[config.mk]
export PLATFORM = sky130hd
export DESIGN_NAME = window_averager
export DESIGN_NICKNAME = d
export VERILOG_FILES = /design/src/rtl/window_averager.sv
export SDC_FILE = /design/constraint.sdc
export NUM_CORES = 1
export LEC_CHECK = 0
export ABC_AREA = 1
export ABC_CLOCK_PERIOD_IN_PS = 3300
export BUFFER_PORTS_ARGS = -buffer_cell sky130_fd_sc_hd__buf_2
export CORE_MARGIN = 5
export CORE_UTILIZATION = 35
export DETAILED_ROUTE_END_ITERATION = 6
export GPL_TIMING_DRIVEN = 0
export RECOVER_POWER = 25
export SYNTH_ARGS = -nofsm -noshare
export SYNTH_HDL_FRONTEND = slang
export SYNTH_SLANG_ARGS = --single-unit
[constraint.sdc]
create_clock -name clk -period 3.3 [get_ports clk]
set_input_delay 0.495 -clock clk [delete_from_list [all_inputs] [get_ports clk]]
set_output_delay 0.495 -clock clk [all_outputs]
set_load 0.01 [all_outputs]
[src/rtl/window_averager.sv]
// ============================================================================
// Module   : window_averager
// Purpose  : Sliding-window mean over 2^LOG2_DEPTH samples with peak tracking;
//            optional peak decay enabled by defining AVERAGER_PEAK_DECAY_EN.
// Revision : 1.0 - initial release
// ============================================================================
`default_nettype none

module window_averager #(
  parameter int WIDTH       = 16,
  parameter int LOG2_DEPTH  = 4,
  parameter int DECAY_SHIFT = 4
) (
  input  logic             clk,
  input  logic             rst_n,
  input  logic [WIDTH-1:0] amplitude,
  input  logic             next,
  input  logic             clear,
  output logic [WIDTH-1:0] average,
  output logic [WIDTH-1:0] max_val,
  output logic             avg_valid,
  output logic             full
);

  localparam int c_depth = 1 << LOG2_DEPTH;
  localparam int c_sum_w = WIDTH + LOG2_DEPTH;
  localparam int c_cnt_w = LOG2_DEPTH + 1;

  localparam logic [1:0] c_st_empty   = 2'd0;
  localparam logic [1:0] c_st_filling = 2'd1;
  localparam logic [1:0] c_st_full    = 2'd2;

  logic [WIDTH-1:0]      r_buf [c_depth];
  logic [LOG2_DEPTH-1:0] r_wr_ptr;
  logic [c_sum_w-1:0]    r_sum;
  logic [c_cnt_w-1:0]    r_cnt;
  logic [1:0]            r_state;
  logic [WIDTH-1:0]      r_avg;
  logic [WIDTH-1:0]      r_max;
  logic                  r_valid;

  logic                  w_accept;
  logic                  w_flush;
  logic [WIDTH-1:0]      w_oldest;
  logic [c_sum_w-1:0]    w_sum_next;
  logic [c_cnt_w-1:0]    w_cnt_next;
  logic [WIDTH-1:0]      w_peak_next;

  assign w_accept   = next & ~clear;
  assign w_flush    = ~rst_n | clear;
  assign w_oldest   = r_buf[r_wr_ptr];
  // The buffer starts zeroed, so subtracting the overwritten entry is always
  // correct, including while the window is still filling.
  assign w_sum_next = r_sum + c_sum_w'(amplitude) - c_sum_w'(w_oldest);
  assign w_cnt_next = (r_cnt == c_cnt_w'(c_depth)) ? r_cnt : r_cnt + 1'b1;

`ifdef AVERAGER_PEAK_DECAY_EN
  logic [WIDTH-1:0] w_decayed;
  assign w_decayed = r_max - (r_max >> DECAY_SHIFT);

  always_comb begin
    w_peak_next = r_max;
    if (amplitude > r_max) begin
      w_peak_next = amplitude;
    end else if (amplitude > w_decayed) begin
      w_peak_next = amplitude;
    end else begin
      w_peak_next = w_decayed;
    end
  end
`else
  logic w_unused_decay_shift;
  assign w_unused_decay_shift = (DECAY_SHIFT != 0);

  always_comb begin
    w_peak_next = r_max;
    if (amplitude > r_max) begin
      w_peak_next = amplitude;
    end
  end
`endif

  always_ff @(posedge clk) begin
    if (w_flush) begin
      for (int i = 0; i < c_depth; i++) begin
        r_buf[i] <= '0;
      end
    end else if (w_accept) begin
      r_buf[r_wr_ptr] <= amplitude;
    end
  end

  always_ff @(posedge clk) begin
    if (w_flush) begin
      r_wr_ptr <= '0;
      r_sum    <= '0;
      r_cnt    <= '0;
      r_state  <= c_st_empty;
      r_avg    <= '0;
      r_max    <= '0;
      r_valid  <= 1'b0;
    end else begin
      r_valid <= w_accept;
      if (w_accept) begin
        r_wr_ptr <= r_wr_ptr + 1'b1;
        r_sum    <= w_sum_next;
        r_cnt    <= w_cnt_next;
        r_avg    <= w_sum_next[c_sum_w-1:LOG2_DEPTH];
        r_max    <= w_peak_next;
        r_state  <= (w_cnt_next == c_cnt_w'(c_depth)) ? c_st_full : c_st_filling;
      end
    end
  end

  assign average   = r_avg;
  assign max_val   = r_max;
  assign avg_valid = r_valid;
  assign full      = (r_state == c_st_full);

endmodule

`default_nettype wire

==> results.py <==
metrics = {
    "clocking": {
        "cts_root_buffer": "clkbuf_16",
        "clk_path_buf_depth": 3,
        "cts.sinks": 308,
        "clk_pin_slew_ns": 0.06,
        "clk_latency_ns": 0.52,
        "cts_tree": "done",
        "cts_max_level": 2,
        "cts_made_buffers": 35,
    },
    "finish": {
        "area_delta_synth_final_pct": 18.8,
        "final_cells": 2397,
        "drive_gt1_share_pct": 15.7,
        "nets": 1857,
        "antenna_cells": 0,
        "design_area_um2": 18800,
    },
    "sta": {
        "slew-limit-headroom_pct": 28.4,
        "fmax_mhz": 283,
        "fin_hold_ws_ns": 0.361,
        "rsz0062_at_grt": "true",
        "maxSlewViolCount": 0,
        "finalHoldViolCount": 0,
        "fin_skew_ns": 0.0210,
        "post-route-period-util_pct": 107,
        "layout_min_cycle_time_ns": 3.53,
        "worstMarginPinSlew_ns": 1.07,
        "finalSetupViolCount": 44,
        "fin_ws_ns": -0.229,
    },
    "placed_design": {
        "place_area_um2": 16800,
        "place_hpwl_mm": 33.2,
        "port-buffer-count": 52,
        "pre_cts_ws_ns": -0.765,
        "dp.cells": 2308,
        "place_congestion": 0.972,
    },
    "floorplan": {
        "start_util_pct": 35.6,
        "ios": 54,
        "chipHeight_um": 222,
        "rows": 77,
        "die_x_um": 222,
        "die_area_um2": 49500,
        "design.core.area_um2": 44400,
    },
    "worst_setup_path": {
        "end_kind": "flip-flop",
        "cp.required_ns": 3.71,
        "cp.arrival_ns": 3.94,
        "cpPeakStageDelay_ns": 0.56,
        "critical_path_buf_inv_count": 6,
        "worstSetupPathType": "flip-flop to flip-flop",
        "path_cells": "buf_12 > buf_12 > buf_12 > mux2i_4 > o21ai_2 > o211ai_1 > nand2_1 > fa_1 > inv_2 > ha_4 > nand2_1 > inv_1 > nand2_1 > nor3_1 > nand2_1 > nand3_1 > nand3_1 > nand2_1 > inv_1",
        "crit_path_max_fanout": 6,
        "crit_path_start_kind": "flip-flop",
        "cp_common_cell": "nand2_1",
        "crit_slowest_cell": "fa_1",
        "path_delay_family": "adder cells",
    },
    "flow_run": {
        "drv_cap": 0,
    },
    "pwr": {
        "vdd_ir_drop_max_uv": 355,
        "p_per_area_nw_per_um2": 531,
        "power_uw": 9960,
        "power.leakage_uw": 0.00753,
    },
    "outcome": {
        "violations": "setup timing",
        "status": "complete, but fails checks",
    },
    "grt": {
        "grt_pass1_vias": 11900,
        "antenna_found_initial": 0,
        "grt_max_degree": 17,
        "grt_usage_pct": 18.5,
        "grt_pass1_wl_mm": 71.2,
        "gr-total-overflow": 0,
    },
    "route": {
        "drt-pass1-iter-count": 5,
        "top_layer": "met4",
        "wire_per_inst_um": 19.9,
        "drt_iter0_markers": 1275,
        "vias": 12400,
        "viasPerCell": 5.19,
        "finalWirelength_mm": 47.8,
        "postRouteAntennaNets": 0,
        "met2_length_mm": 22.3,
        "wl_met1_mm": 19.8,
        "drc": 0,
        "met3WireLength_mm": 3.89,
    },
    "synth": {
        "yosysSeqAreaShare_pct": 55.3,
        "synth_edf_count": 256,
        "synth_warnings": 0,
        "postSynthCellCount": 1664,
        "syn_area_per_cell_um2": 9.49,
        "ys.flop_type": "edfxtp_1",
        "synth-seq-cells": 308,
        "synth.distinct_cells": 34,
        "synthArstFlopShare_pct": 0,
        "syn_nets": 1742,
        "synth_area_um2": 15800,
    },
    "worst_hold_path": {
        "hold_path.class": "input pin to flip-flop",
    },
}
-- state kept, by name (all words and copies together) (netlist names), named ones only --
| name | count |
|---|---|
| r_buf | 256 |
| r_cnt | 5 |
| r_state | 2 |
| r_sum | 20 |
| r_wr_ptr | 4 |
| max_val | 16 |
| avg_valid | 1 |
-- worst min-delay path, cell delays in order --
cell,delay [ns]
buf_2,0.11
nor2_2,0.09
o21ai_0,0.08
a21oi_1,0.05
-- logic make-up (layout without fill, tap and decap cells) --
family                   Yosys count  in the layout  synth area share (%)
AO/OA/AOI/OAI                    300            300                  10.6
buffers and inverters            344            485                  8.95
flip-flops                       308            308                  55.3
multiplexers                      64             64                  4.06
AND/OR/NAND/NOR                  579            579                  15.1
adder cells (fa/ha/maj)           58             58                  5.36
XOR/XNOR                          11             11                 0.610
-- report_power, final --
| group | internal [uW] | total, uW | switching [uW] |
|---|---|---|---|
| Sequential | 4360 | 4430 | 60.4 |
| Combinational | 716 | 1910 | 1190 |
| Clock | 2010 | 3630 | 1620 |
-- metal layers --
metal / GRT usage, % / vias up
met4: 6.64 / 0
li1: - / 5774
met1: 25.4 / 6012
met3: 2.93 / 96
met2: 29.9 / 548
met5: 0 / -
-- final timing paths --
| path | startpoint | end | slack, ns | depth (start not counted) |
|---|---|---|---|---|
| max | flip-flop | r_sum[16] | -0.23 | 19 |
| min | clear | flip-flop | 0.36 | 4 |
| max reg2reg | flip-flop | r_sum[16] | -0.23 | 19 |
| min reg2reg | r_state[1] | r_state[1] | 0.47 | 2 |
-- synth_stat cells, types with 16 or more instances --
cell	instances	area, um2
buf_2	29	145
dfxtp_1	52	1040
inv_1	213	800
a21oi_1	132	661
nand2_1	170	638
edfxtp_1	256	7690
clkinv_1	16	60.1
nor2_1	309	1160
o211ai_1	65	488
mux2i_1	64	641
ha_1	42	526
clkbuf_1	54	203
fa_1	16	320
buf_4	20	150
o21ai_0	98	490
nand3_1	71	355
-- per-stage QoR --
| step | util, % | setup TNS, ns |
|---|---|---|
| 2_1_floorplan | - | 0 |
| 3_3_place_gp | 37.8 | -10.21 |
| 3_5_place_dp | 37.8 | -10.46 |
| 4_1_cts | 41.3 | -0.614 |
| 5_1_grt | 42.2 | -15.79 |
| 6_report | 42.2 | -2.64 |
-- repair_timing --
| item | CTS | global route |
|---|---|---|
| setup endpoints to repair | 18 | 16 |
| resized for setup | 131 | 103 |
| cloned | 0 | 2 |
| pin swaps | 30 | 54 |
| hold buffers | 0 | 0 |
| buffers inserted | 8 | 17 |
-- cell usage in the layout (no fill, tap or decap), types with 37 or more instances in the layout --
cell and instances:
a21oi_1 121, buf_2 37, buf_4 39, clkbuf_1 75, clkbuf_16 38, dfxtp_1 50
edfxtp_1 256, inv_1 206, mux2i_1 57, nand2_1 136, nand3_1 74, nor2_1 299
o211ai_1 65, o21ai_0 73
-- final cells by class --
cell class	instances	area, um2
Sequential cell	308	8730
Clock inverter	23	131
Multi-Input combinational cell	1012	6130
Fill cell	4283	25700
Timing Repair Buffer	79	483
Buffer	110	748
Clock buffer	40	916
Inverter	233	877
Tap cell	592	741
No activity file was read; power rests on OpenSTA's default activity.
